--- src/rtl/ws2812_framebuf_pkg.sv ---
// Shared constants and types for the ws2812 frame buffer.
// Colour word layout and the commit/pending state encoding.
package ws2812_framebuf_pkg;

  localparam int PIX_W = 24;
  localparam int R_HI  = 23;
  localparam int R_LO  = 16;
  localparam int G_HI  = 15;
  localparam int G_LO  = 8;
  localparam int B_HI  = 7;
  localparam int B_LO  = 0;

  localparam logic [7:0] BRIGHT_UNITY = 8'd255;

  typedef enum logic {
    IDLE,
    PENDING
  } fb_state_e;

endpackage

--- src/rtl/ws2812_framebuf_scale8.sv ---
// One-stage registered brightness scaler: q = (c * (b + 1)) >> 8.
// b = 255 passes c through unchanged.
module ws2812_framebuf_scale8 (
  input  logic       clk,
  input  logic       reset,
  input  logic       en,
  input  logic [7:0] c,
  input  logic [7:0] b,
  output logic [7:0] q
);

  logic [15:0] p;

  assign p = {8'd0, c} * ({8'd0, b} + 16'd1);

  always_ff @(posedge clk) begin
    if (reset)
      q <= '0;
    else if (en)
      q <= 8'(p >> 8);
  end

endmodule

--- src/rtl/ws2812_framebuf.sv ---
// Double-buffered pixel store feeding the ws2812c driver.
// Commits swap banks only at a pixel-0 fetch, so frames never tear.
module ws2812_framebuf
  import ws2812_framebuf_pkg::*;
#(
  parameter  int NUM_LEDS = 8,
  localparam int ADDR_W   = $clog2(NUM_LEDS)
) (
  input  logic              clk,
  input  logic              reset,
  input  logic              wr_en,
  input  logic [ADDR_W-1:0] wr_addr,
  input  logic [23:0]       wr_rgb,
  input  logic              commit,
  input  logic              bright_we,
  input  logic [7:0]        bright_in,
  input  logic [ADDR_W-1:0] address,
  input  logic              new_address,
  output logic [7:0]        red_out,
  output logic [7:0]        green_out,
  output logic [7:0]        blue_out,
  output logic              pending,
  output logic              frame_start
);

  localparam logic [ADDR_W:0] LIM = (ADDR_W + 1)'(NUM_LEDS);

  fb_state_e        state;
  logic             nad_q;
  logic             front;
  logic             v1;
  logic             v2;
  logic [7:0]       bright;
  logic             fetch;
  logic             addr_ok;
  logic             wr_ok;
  logic             swap;
  logic             rd_bank;
  logic [PIX_W-1:0] rd;
  logic [PIX_W-1:0] mem0 [NUM_LEDS];
  logic [PIX_W-1:0] mem1 [NUM_LEDS];
  logic [7:0]       sr;
  logic [7:0]       sg;
  logic [7:0]       sb;

  assign fetch   = new_address & ~nad_q & ~reset;
  assign addr_ok = {1'b0, address} < LIM;
  assign wr_ok   = wr_en && ({1'b0, wr_addr} < LIM);
  assign swap    = fetch && (address == '0)
                   && (state == PENDING);
  // the fetch at a swap edge already reads the new front bank
  assign rd_bank = front ^ swap;
  assign pending = (state == PENDING);

  always_ff @(posedge clk) begin
    if (reset) begin
      state       <= IDLE;
      nad_q       <= 1'b0;
      front       <= 1'b0;
      frame_start <= 1'b0;
      v1          <= 1'b0;
      v2          <= 1'b0;
      bright      <= BRIGHT_UNITY;
    end else begin
      nad_q       <= new_address;
      front       <= rd_bank;
      frame_start <= fetch && (address == '0);
      v1          <= fetch;
      v2          <= v1;
      if (bright_we)
        bright <= bright_in;
      unique case (state)
        IDLE:    if (commit) state <= PENDING;
        PENDING: if (swap && !commit) state <= IDLE;
        default: state <= IDLE;
      endcase
    end
  end

  always_ff @(posedge clk) begin
    if (wr_ok) begin
      if (front)
        mem0[wr_addr] <= wr_rgb;
      else
        mem1[wr_addr] <= wr_rgb;
    end
    if (fetch)
      rd <= !addr_ok ? '0 :
            rd_bank  ? mem1[address] : mem0[address];
  end

  ws2812_framebuf_scale8 u_r (
    .clk(clk), .reset(reset), .en(v1),
    .c(rd[R_HI:R_LO]), .b(bright), .q(sr)
  );

  ws2812_framebuf_scale8 u_g (
    .clk(clk), .reset(reset), .en(v1),
    .c(rd[G_HI:G_LO]), .b(bright), .q(sg)
  );

  ws2812_framebuf_scale8 u_b (
    .clk(clk), .reset(reset), .en(v1),
    .c(rd[B_HI:B_LO]), .b(bright), .q(sb)
  );

  always_ff @(posedge clk) begin
    if (reset) begin
      red_out   <= '0;
      green_out <= '0;
      blue_out  <= '0;
    end else if (v2) begin
      red_out   <= sr;
      green_out <= sg;
      blue_out  <= sb;
    end
  end

endmodule
--- config.mk ---
export PLATFORM = sky130hd
export DESIGN_NAME = ws2812_framebuf
export DESIGN_NICKNAME = d
export VERILOG_FILES = /design/src/rtl/ws2812_framebuf_pkg.sv /design/src/rtl/ws2812_framebuf_scale8.sv /design/src/rtl/ws2812_framebuf.sv
export SDC_FILE = /design/constraint.sdc
export NUM_CORES = 1
export LEC_CHECK = 0
export BUFFER_PORTS_ARGS = -buffer_cell sky130_fd_sc_hd__buf_4
export CAP_MARGIN = 0
export CORE_ASPECT_RATIO = 0.75
export CORE_MARGIN = 1.5
export CORE_UTILIZATION = 59
export CTS_BUF_LIST = sky130_fd_sc_hd__clkbuf_4
export DETAILED_ROUTE_END_ITERATION = 6
export GPL_TIMING_DRIVEN = 0
export MAX_ROUTING_LAYER = met4
export PLACE_DENSITY = 0.86
export SLEW_MARGIN = 25
export SYNTH_ARGS = -nofsm -noshare
export SYNTH_HDL_FRONTEND = slang
export SYNTH_SLANG_ARGS = --single-unit
export TNS_END_PERCENT = 5
--- constraint.sdc ---
create_clock -name clk -period 5 [get_ports clk]
set_input_delay 1.25 -clock clk [delete_from_list [all_inputs] [get_ports clk]]
set_output_delay 1.25 -clock clk [all_outputs]
set_load 0.02 [all_outputs]
==> run metrics <==
Detailed Route WL=57,000 microns; ys flop type=edfxtp_1; Post-Syn Area=0.0237 sq mm; floorplan row count=63; sequential fraction of the synthesis area=0.568; failing checks=negative setup slack; Root Driver=clkbuf_4; Post-Syn Area per Cell=15.7 sq um; full die area=0.0415 sq mm; Final WS setup=-230 ps; FMAX=191 MHz; CTS sink cnt=470; Max Cap Viol=0; Tcrit/Tclk final=1.05; die height=177 microns; Cells after Synth=1,511; CTS H-tree depth=3; later-pin clock latency in the skew report=830 ps; Critical Path Source=bright[0]$_SDFFE_PP1P_; clock-pin slew on the worst setup and hold paths=70 ps; Hold Vio Cnt, Final=0; initial antenna violation count=4; CP endpoint kind=flip-flop; drt first pass iters=5; final cell count without fillers=2,332; Async S/R FF share, synth=0; outcome=finished with violations; crit-path cells=ha_4 > nand3_4 > xnor2_4 > buf_12 > buf_8 > and2_4 > fa_1 > fa_1 > fa_1 > inv_1 > fa_1 > inv_2 > ha_4 > and3_4 > a221oi_4 > a21oi_2 > o31a_1 > or3_1 > a32o_2; Leak Pwr=10.5 nW; DP HPWL=38,800 microns; Routed WL per cell=24.5 microns; # fillers=2,426; startpoint types=flip-flop; width of the die=235 microns; worst slack at placement=-958 ps; Final Wtd Congestion=0.877; CTS tree=built; initial core utilization=0.600; setup violators final=12; core area=0.0396 sq mm; CP max stage cell=fa_1; EDFF count, synth=408; layout cells sized above 1=0.290; Worst Clk Skew=111 ps; r2r worst-path depth=19; synthesized net count=1,772; HP Start=nad_q$_SDFF_PP0_; Starting DRT DRC Count=1,529; nets@finish=1,996; Clock Tree Buf Depth=3; GRT overflow=0; CP Max Fanout=10; vias in the first global route=14,718; WS Path Type=reg -> reg; Final Critical Period=5230 ps; power density over the cells=443 mW/mm^2; hold crit path type=reg -> reg; RSZ-0062 raised after global routing=true; first-pass GRT wire length=86,800 microns; Crit path required time=5660 ps; largest net degree at the start of global routing=26; Post-DRT Antenna Nets=0; post-route cell area=0.0275 sq mm; most used cell, CP=fa_1; Synthesis Warnings=0; Area Overhead vs Synth=16.0%; slew margin rel.=0.330; CP peak stage delay=490 ps; fin. max-slew vios=0; top flop regs=mem0 (192), mem1 (192), rd (24); setup TNS=-1320 ps; DRC Markers=0; port buffer count=65; actual slew at the worst max-slew pin=1000 ps; TritonCTS buffer count=103; Critical R2R Launch=bright[0]$_SDFFE_PP1P_; Vias/cell=6.05; total track usage=0.293; DR vias=14,112; Worst IR Drop VDD=0.308 mV; Min Hold Slack=409 ps; Top delay family on crit path=adder cells; IO Count=70; r2r endpoint=u_b.q[5]$_SDFFE_PP0P_; dpl cell area=0.0255 sq mm; CP bufs+invs=4; Cell variety after synth=62; synthesized flop and latch total=470; dpl cells=2,122; worst path arrival time=5890 ps; hold depth=1; Hold Path Sink=v1$_SDFF_PP0_; r2r setup slk=-230 ps; Hold Buf Count CTS=0
logic make-up after synthesis:
group	after synthesis	synth area share
multiplexers	147	0.125
AND/OR/NAND/NOR	345	0.0807
AO/OA/AOI/OAI	86	0.0257
flip-flops	470	0.568
buffers and inverters	214	0.0357
XOR/XNOR	32	0.0121
adder cells (fa/ha/maj)	217	0.152
repair_timing:
action                                 in CTS  in global routing
setup endpoints to repair                  21                 22
cloned                                      0                  0
setup buffers                              18                 10
endpoints found under the hold margin       0                  0
resized for setup                          61                 51
pin swaps                                  18                 22
per-stage QoR:
stage | utilization | total power (W)
floorplan | - | 0.00754
global placement | 0.631 | 0.00851
detailed placement | 0.646 | 0.00866
CTS | 0.689 | 0.0119
global route | 0.696 | 0.0129
finish | 0.696 | 0.0122
cell usage in the layout (no fill, tap or decap), types with 7 or more instances in the layout:
master      n
a211o_1     8
a21o_1      7
a21oi_1    12
and2_1    127
buf_16     12
buf_2      12
buf_4     100
buf_6      11
clkbuf_1   23
clkbuf_4  163
clkinv_1   11
dfxtp_1    57
edfxtp_1  408
fa_1      118
ha_1       89
inv_1     153
mux2i_1    27
mux4_2    120
nand2_1    58
nand2b_1   14
nand3_1     7
nor2_1     36
nor2_4     13
nor2b_1    43
o21ai_0    15
xnor2_1    17
routing by layer:
metal / GRT usage / vias to the layer above / routed length, microns
met1: 0.371 / 7167 / 21300
met5: - / - / 0
met3: 0.0600 / 122 / 5320
li1: - / 6006 / -
met2: 0.478 / 817 / 28800
met4: 0.105 / 0 / 1580
where the power goes:
group | total (W) | internal (W) | switching (W)
clock network | 0.00288 | 0.00145 | 0.00144
logic | 0.00483 | 0.00215 | 0.00268
registers | 0.00449 | 0.00440 | 0.0000892
cells in the mapped netlist, drive strengths merged (4+ instances only):
library cell	n	area, sq um
edfxtp	408	12300
inv	154	578
and2	130	813
fa	120	2400
mux4	120	2700
ha	97	1210
dfxtp	62	1240
nand2	58	218
nor2	51	191
nor2b	44	283
clkbuf	41	154
mux2i	27	270
xnor2	23	201
buf	19	116
o21ai	19	95.1
a21oi	18	93.8
nand2b	14	87.6
nand3	11	55.1
nor3	9	45.0
xor2	9	86.3
a211o	8	70.1
a21o	7	52.6
o21a	6	45.0
and3	5	32.5
nand4	4	25.0
o21bai	4	30.0
o31ai	4	30.0
area by class of cell:
| class | instances | area (sq um) | share of cell area |
|---|---|---|---|
| Sequential cell | 470 | 13500 | 0.491 |
| Multi-Input combinational cell | 827 | 9920 | 0.360 |
| Clock buffer | 159 | 1190 | 0.0433 |
| Timing Repair Buffer | 119 | 1190 | 0.0433 |
| Tap cell | 520 | 651 | 0.0236 |
| Inverter | 154 | 578 | 0.0210 |
| Buffer | 60 | 384 | 0.0139 |
| Clock inverter | 19 | 101 | 0.00368 |
| Antenna cell | 4 | 10.0 | 0.000363 |
how the worst max path moves through the flow:
stage,endpoint,depth (start not counted)
final,u_b.q[5]$_SDFFE_PP0P_,19
after global routing,u_g.q[7]$_SDFFE_PP0P_,19
after CTS,u_b.q[5]$_SDFFE_PP0P_,19
after detailed placement,u_r.q[4]$_SDFFE_PP0P_,17
after global placement,u_r.q[4]$_SDFFE_PP0P_,17
after floorplan,u_b.q[5]$_SDFFE_PP0P_,19
Note: power is estimated with default switching activity, not from simulation.
